$ cat config.mk
export PLATFORM = sky130hd
export DESIGN_NAME = commit_arbiter
export DESIGN_NICKNAME = d
export VERILOG_FILES = /design/src/rtl/commit_arbiter.sv
export SDC_FILE = /design/constraint.sdc
export NUM_CORES = 1
export LEC_CHECK = 0
export CAP_MARGIN = 20
export CORE_AREA = 2 2 261 263
export CTS_CLUSTER_SIZE = 16
export DETAILED_ROUTE_END_ITERATION = 8
export DIE_AREA = 0 0 263 265
export GPL_TIMING_DRIVEN = 0
export PLACE_DENSITY = 0.38
export REMOVE_ABC_BUFFERS = 1
export SYNTH_ARGS = -nofsm -noshare
export SYNTH_HDL_FRONTEND = slang
export SYNTH_SLANG_ARGS = --single-unit
export TNS_END_PERCENT = 100
$ cat constraint.sdc
create_clock -name Clock -period 5.25 [get_ports Clock]
set_input_delay 1.05 -clock Clock [delete_from_list [all_inputs] [get_ports Clock]]
set_output_delay 1.05 -clock Clock [all_outputs]
set_load 0.1 [all_outputs]
$ cat src/rtl/commit_arbiter.sv
// commit_arbiter: picks one of five reservation stations per cycle to commit
// its result. Arbitration is round-robin and purely combinational. The winning
// payload is registered and presented one cycle later as a register-file write
// and as a commit broadcast.
//
// Ports:
//   Clock, Reset          single clock, synchronous active-high reset
//   iCommitRequest[4:0]   per-station request {SQRT, MUL, DIV, ADD_1, ADD_0}
//   iCommitData           five packed payloads {dst, we[2:0], x, y, z}
//   oCommitGranted[4:0]   one-hot grant (combinational)
//   oWriteEnable          register-file write strobe
//   oWriteAddress         register-file write address
//   oWriteMask[2:0]       component write enables {x, y, z}
//   oWriteData            write data {x, y, z}
//   oCommitValid          commit broadcast valid
//   oCommitRsId[3:0]      committing station code, 0 when idle
//   oCommitCount[15:0]    commits since reset (wraps)
module commit_arbiter #(
  parameter int DATA_W = 32,
  parameter int DST_W  = 7
) (
  input  logic                                Clock,
  input  logic                                Reset,
  input  logic [4:0]                          iCommitRequest,
  input  logic [5*(DST_W+3+3*DATA_W)-1:0]     iCommitData,
  output logic [4:0]                          oCommitGranted,
  output logic                                oWriteEnable,
  output logic [DST_W-1:0]                    oWriteAddress,
  output logic [2:0]                          oWriteMask,
  output logic [3*DATA_W-1:0]                 oWriteData,
  output logic                                oCommitValid,
  output logic [3:0]                          oCommitRsId,
  output logic [15:0]                         oCommitCount
);

  localparam int E = DST_W + 3 + 3*DATA_W;

  typedef enum logic [3:0] {
    RS_NONE = 4'd0,
    RS_ADD0 = 4'd1,
    RS_ADD1 = 4'd2,
    RS_DIV  = 4'd3,
    RS_MUL  = 4'd4,
    RS_SQRT = 4'd5
  } rs_id_e;

  logic [2:0]          ptr_q, ptr_d;
  logic                valid_q, valid_d;
  rs_id_e              rsid_q, rsid_d;
  logic [DST_W-1:0]    addr_q, addr_d;
  logic [2:0]          mask_q, mask_d;
  logic [3*DATA_W-1:0] data_q, data_d;
  logic [15:0]         count_q, count_d;

  logic [4:0]          grant;
  logic                found;
  logic [2:0]          win;
  logic [3:0]          idx;
  logic [E-1:0]        slot_sel;

  // Round-robin search starting at the pointer; the first hit wins.
  always_comb begin
    found = 1'b0;
    win   = '0;
    idx   = '0;
    for (int unsigned k = 0; k < 5; k++) begin
      idx = {1'b0, ptr_q} + 4'(k);
      if (idx >= 4'd5) idx = idx - 4'd5;
      if (!found && iCommitRequest[idx[2:0]]) begin
        found = 1'b1;
        win   = idx[2:0];
      end
    end
    if (Reset) found = 1'b0;
    grant = '0;
    if (found) grant[win] = 1'b1;
  end

  // One-hot payload mux: only the granted slot contributes.
  always_comb begin
    slot_sel = '0;
    for (int unsigned i = 0; i < 5; i++) begin
      if (grant[i]) slot_sel = iCommitData[i*E +: E];
    end
  end

  always_comb begin
    ptr_d   = ptr_q;
    valid_d = found;
    rsid_d  = RS_NONE;
    addr_d  = addr_q;
    mask_d  = mask_q;
    data_d  = data_q;
    count_d = count_q;
    if (found) begin
      ptr_d   = (win == 3'd4) ? 3'd0 : win + 3'd1;
      rsid_d  = rs_id_e'({1'b0, win} + 4'd1);
      addr_d  = slot_sel[E-1 -: DST_W];
      mask_d  = slot_sel[3*DATA_W +: 3];
      data_d  = slot_sel[3*DATA_W-1:0];
      count_d = count_q + 16'd1;
    end
  end

  always_ff @(posedge Clock) begin
    if (Reset) begin
      ptr_q   <= '0;
      valid_q <= 1'b0;
      rsid_q  <= RS_NONE;
      addr_q  <= '0;
      mask_q  <= '0;
      data_q  <= '0;
      count_q <= '0;
    end else begin
      ptr_q   <= ptr_d;
      valid_q <= valid_d;
      rsid_q  <= rsid_d;
      addr_q  <= addr_d;
      mask_q  <= mask_d;
      data_q  <= data_d;
      count_q <= count_d;
    end
  end

  assign oCommitGranted = grant;
  assign oCommitValid   = valid_q;
  assign oWriteEnable   = valid_q & (|mask_q);
  assign oWriteAddress  = addr_q;
  assign oWriteMask     = mask_q;
  assign oWriteData     = data_q;
  assign oCommitRsId    = rsid_q;
  assign oCommitCount   = count_q;

endmodule

==> impl_metrics.toml, run 1 <==
[outcome]
status = "finished clean"

[detailed_routing]
drt_pass1_iterations = 5
wl_per_cell_um = 26.0
remaining_drc_errors = 0
dr.first_iter.drc_count = 804
wirelength_mm = 71.4
viasPerCell = 4.73
ant_nets = 0
vias = 13000

[cells_and_area]
final_common_cell = "clkdlybuf4s50_1"
stdcell_count = 2750
area_growth_pct = 104
final_nets = 2407
mostFrequentLayoutCells = "clkdlybuf4s50_1 (659), dfxtp_1 (127), nand2_1 (126)"
drive_gt1_share_pct = 15.1

[cts]
cts_tree = "done"
holdBufCountCts = 0
clk_latency_ns = 0.49
path_clk_slew_ns = 0.06
clock_sinks = 130
clk_path_buf_depth = 2
cts_made_buffers = 17
cts_root_buf = "clkbuf_16"
htree_levels = 4

[setup_path]
crit_path_start_kind = "primary input"
worst_ep_arrival_time_ns = 4.13
r2r-start = "ptr_q[0]$_SDFFE_PP0P_"
path_class = "in -> out"
crit_chain = "dlygate4sd2_1, mux2_2, a211oi_2, a31oi_1, a41o_2, buf_4, o311a_4, a2bb2oi_4, buf_4, buf_4, a21boi_4, buf_12, nor2b_4, buf_12"
critPathMaxStageDelay_ns = 0.38
critPathSlowestCell = "o311a_4"
end_kind = "output port"
required_ns = 4.20
cpMostUsedCell = "buf_4"
critPathMaxFanout = 8
critPathLaunch = "iCommitRequest[1]"

[placement]
place_inst = 2620
dp_hpwl_mm = 49.0
globalplace.congestion = 0.805
port_buffers = 669

[synth]
ys_types = 80
seq_area_frac_synth_pct = 27.2
synth-seq-cells = 130
syn_area_um2 = 9570
synth_area_leader_cell = "dfxtp_1"
synth_top_area_share_pct = 27.2
synthFlopType = "dfxtp_1"
ys.warnings.count = 0
synth_edf_count = 0
ys_top_cells_by_area = "dfxtp_1 (27%), o221ai_1 (8.8%), a22oi_1 (8.4%), a221oi_1 (7.1%), and2_1 (6.9%)"
syn_inst = 1166
synth_area_per_cell_um2 = 8.21
async_reset_ff_share_pct = 0

[global_route]
use_met2_pct = 34.2
overflow = 0
grt.busiest_layer = "met2"
grt_usage_pct = 19.1
gr-usage-met1_pct = 22.1
antenna_found_initial = 15
grt_max_degree = 69
first_global_vias = 13200
grt_pass1_wl_mm = 97.1
grt_use_met3_pct = 5.68

[floorplan]
die_w_um = 263
start_util_pct = 14.3
ios = 670
die_h_um = 265
core_area_um2 = 66800
die_area_um2 = 69700
rows = 95

[sta]
final_hold_viol_count = 0
post-route-period-util_pct = 98.7
worstMarginPinSlew_ns = 1.18
finalMaxSlewViolations = 0
period_minus_slack_ns = 5.18
relSlewSlack_pct = 21.2
finalSetupViolations = 0
max_freq_mhz = 193
skew_ns = 0.0245

[min_path]
hold_path_class = "reg -> reg"
min-delay-start = "oWriteData[49]$_SDFFE_PP0P_"

[job]
maxCapViolCount = 0
## cell usage after synthesis (10+ instances only)
library cell  instances
a22oi_1             107
inv_1                11
a221oi_2             30
xor2_1               14
buf_2                29
o221ai_1             96
o221ai_2             10
nor2_1               37
nand2_1             129
a21oi_1              19
clkbuf_1             85
dfxtp_1             130
ha_1                 11
a221oi_1             78
and2_1              106
nand2b_1             12
o21ai_0             113
## flip-flops by register name, summed over array words and instances, names as in the netlist
signal,cells
oWriteData,96
oCommitCount,16
oWriteAddress,7
oCommitRsId,4
oWriteMask,3
ptr_q,3
oCommitValid,1
## what timing repair did
item,CTS,global route
resized for setup,116,22
setup endpoints to repair,118,5
pin swaps,23,22
setup buffers,51,35
cloned,7,5
## layer usage
layer / share of wire [%] / wire [um]
met1: 40 / 28600
met2: 51 / 36300
met3: 7.2 / 5110
met4: 1.9 / 1370
met5: 0.13 / 92
## layout make-up
type                       count  area, um^2
antenna                        7        17.5
clock buffer                  20         457
clock inverter                11         106
fill                        7039       47300
inverter                      14        85.1
multi-input combinational    895        6720
sequential                   130        2610
tap                          873        1090
timing repair buffer         800        8430
## critical path: cells and delay by family
family / cells / cell delay, ns
AOI/OAI and AO/OA: 6 / 1.37
buffers and inverters: 6 / 1.17
muxes: 1 / 0.34
and+or+nand+nor: 1 / 0.17
## worst paths after layout
| path | end | cells past startpoint | slack [ns] |
|---|---|---|---|
| worst max-delay path | oCommitGranted[0] | 14 | 0.07 |
| worst max register to register | oWriteData[74]$_SDFFE_PP0P_ | 21 | 0.50 |
| worst min register to register | oWriteData[49]$_SDFFE_PP0P_ | 2 | 0.46 |
| worst min-delay path | oWriteData[49]$_SDFFE_PP0P_ | 2 | 0.46 |
## stage by stage
step                TNS [ns]  setup WS, ns  instance area (um^2)  hold slack, ns  utilization [%]
finish                     0        0.0672                 19500           0.463             29.2
global route         -0.0582       -0.0341                 19500           0.482             29.2
global placement    -2068.28        -19.68                 16700           0.445             25.0
CTS                   -0.162        -0.132                 19100           0.465             28.6
detailed placement   -113.46         -2.79                 17600           0.450             26.4
floorplan            -534.30         -6.66                  8940           0.660                -
## logic make-up (layout without fill, tap and decap cells)
family	after synthesis	count (layout)	share of synthesized area (%)
other	1	8	0.0392
XOR/XNOR	22	22	2.01
buffers and inverters	145	845	7.09
adder cells (fa/ha/maj)	12	12	1.65
AO/OA/AOI/OAI	506	507	42.8
flip-flops	130	130	27.2
multiplexers	8	8	0.876
AND/OR/NAND/NOR	342	345	18.4
Power of run 1 is not shown: default switching activity piles up to over one toggle a cycle in this logic, so the estimate is an artifact.
==> run 2: changes to the inputs <==
Settings changed: GPL_ROUTABILITY_DRIVEN set to 0.
==> results of run 2 <==
Same layout as run 1: the final DEF is identical, and so are final timing and power.
Power of run 2 is left out for the same reason.
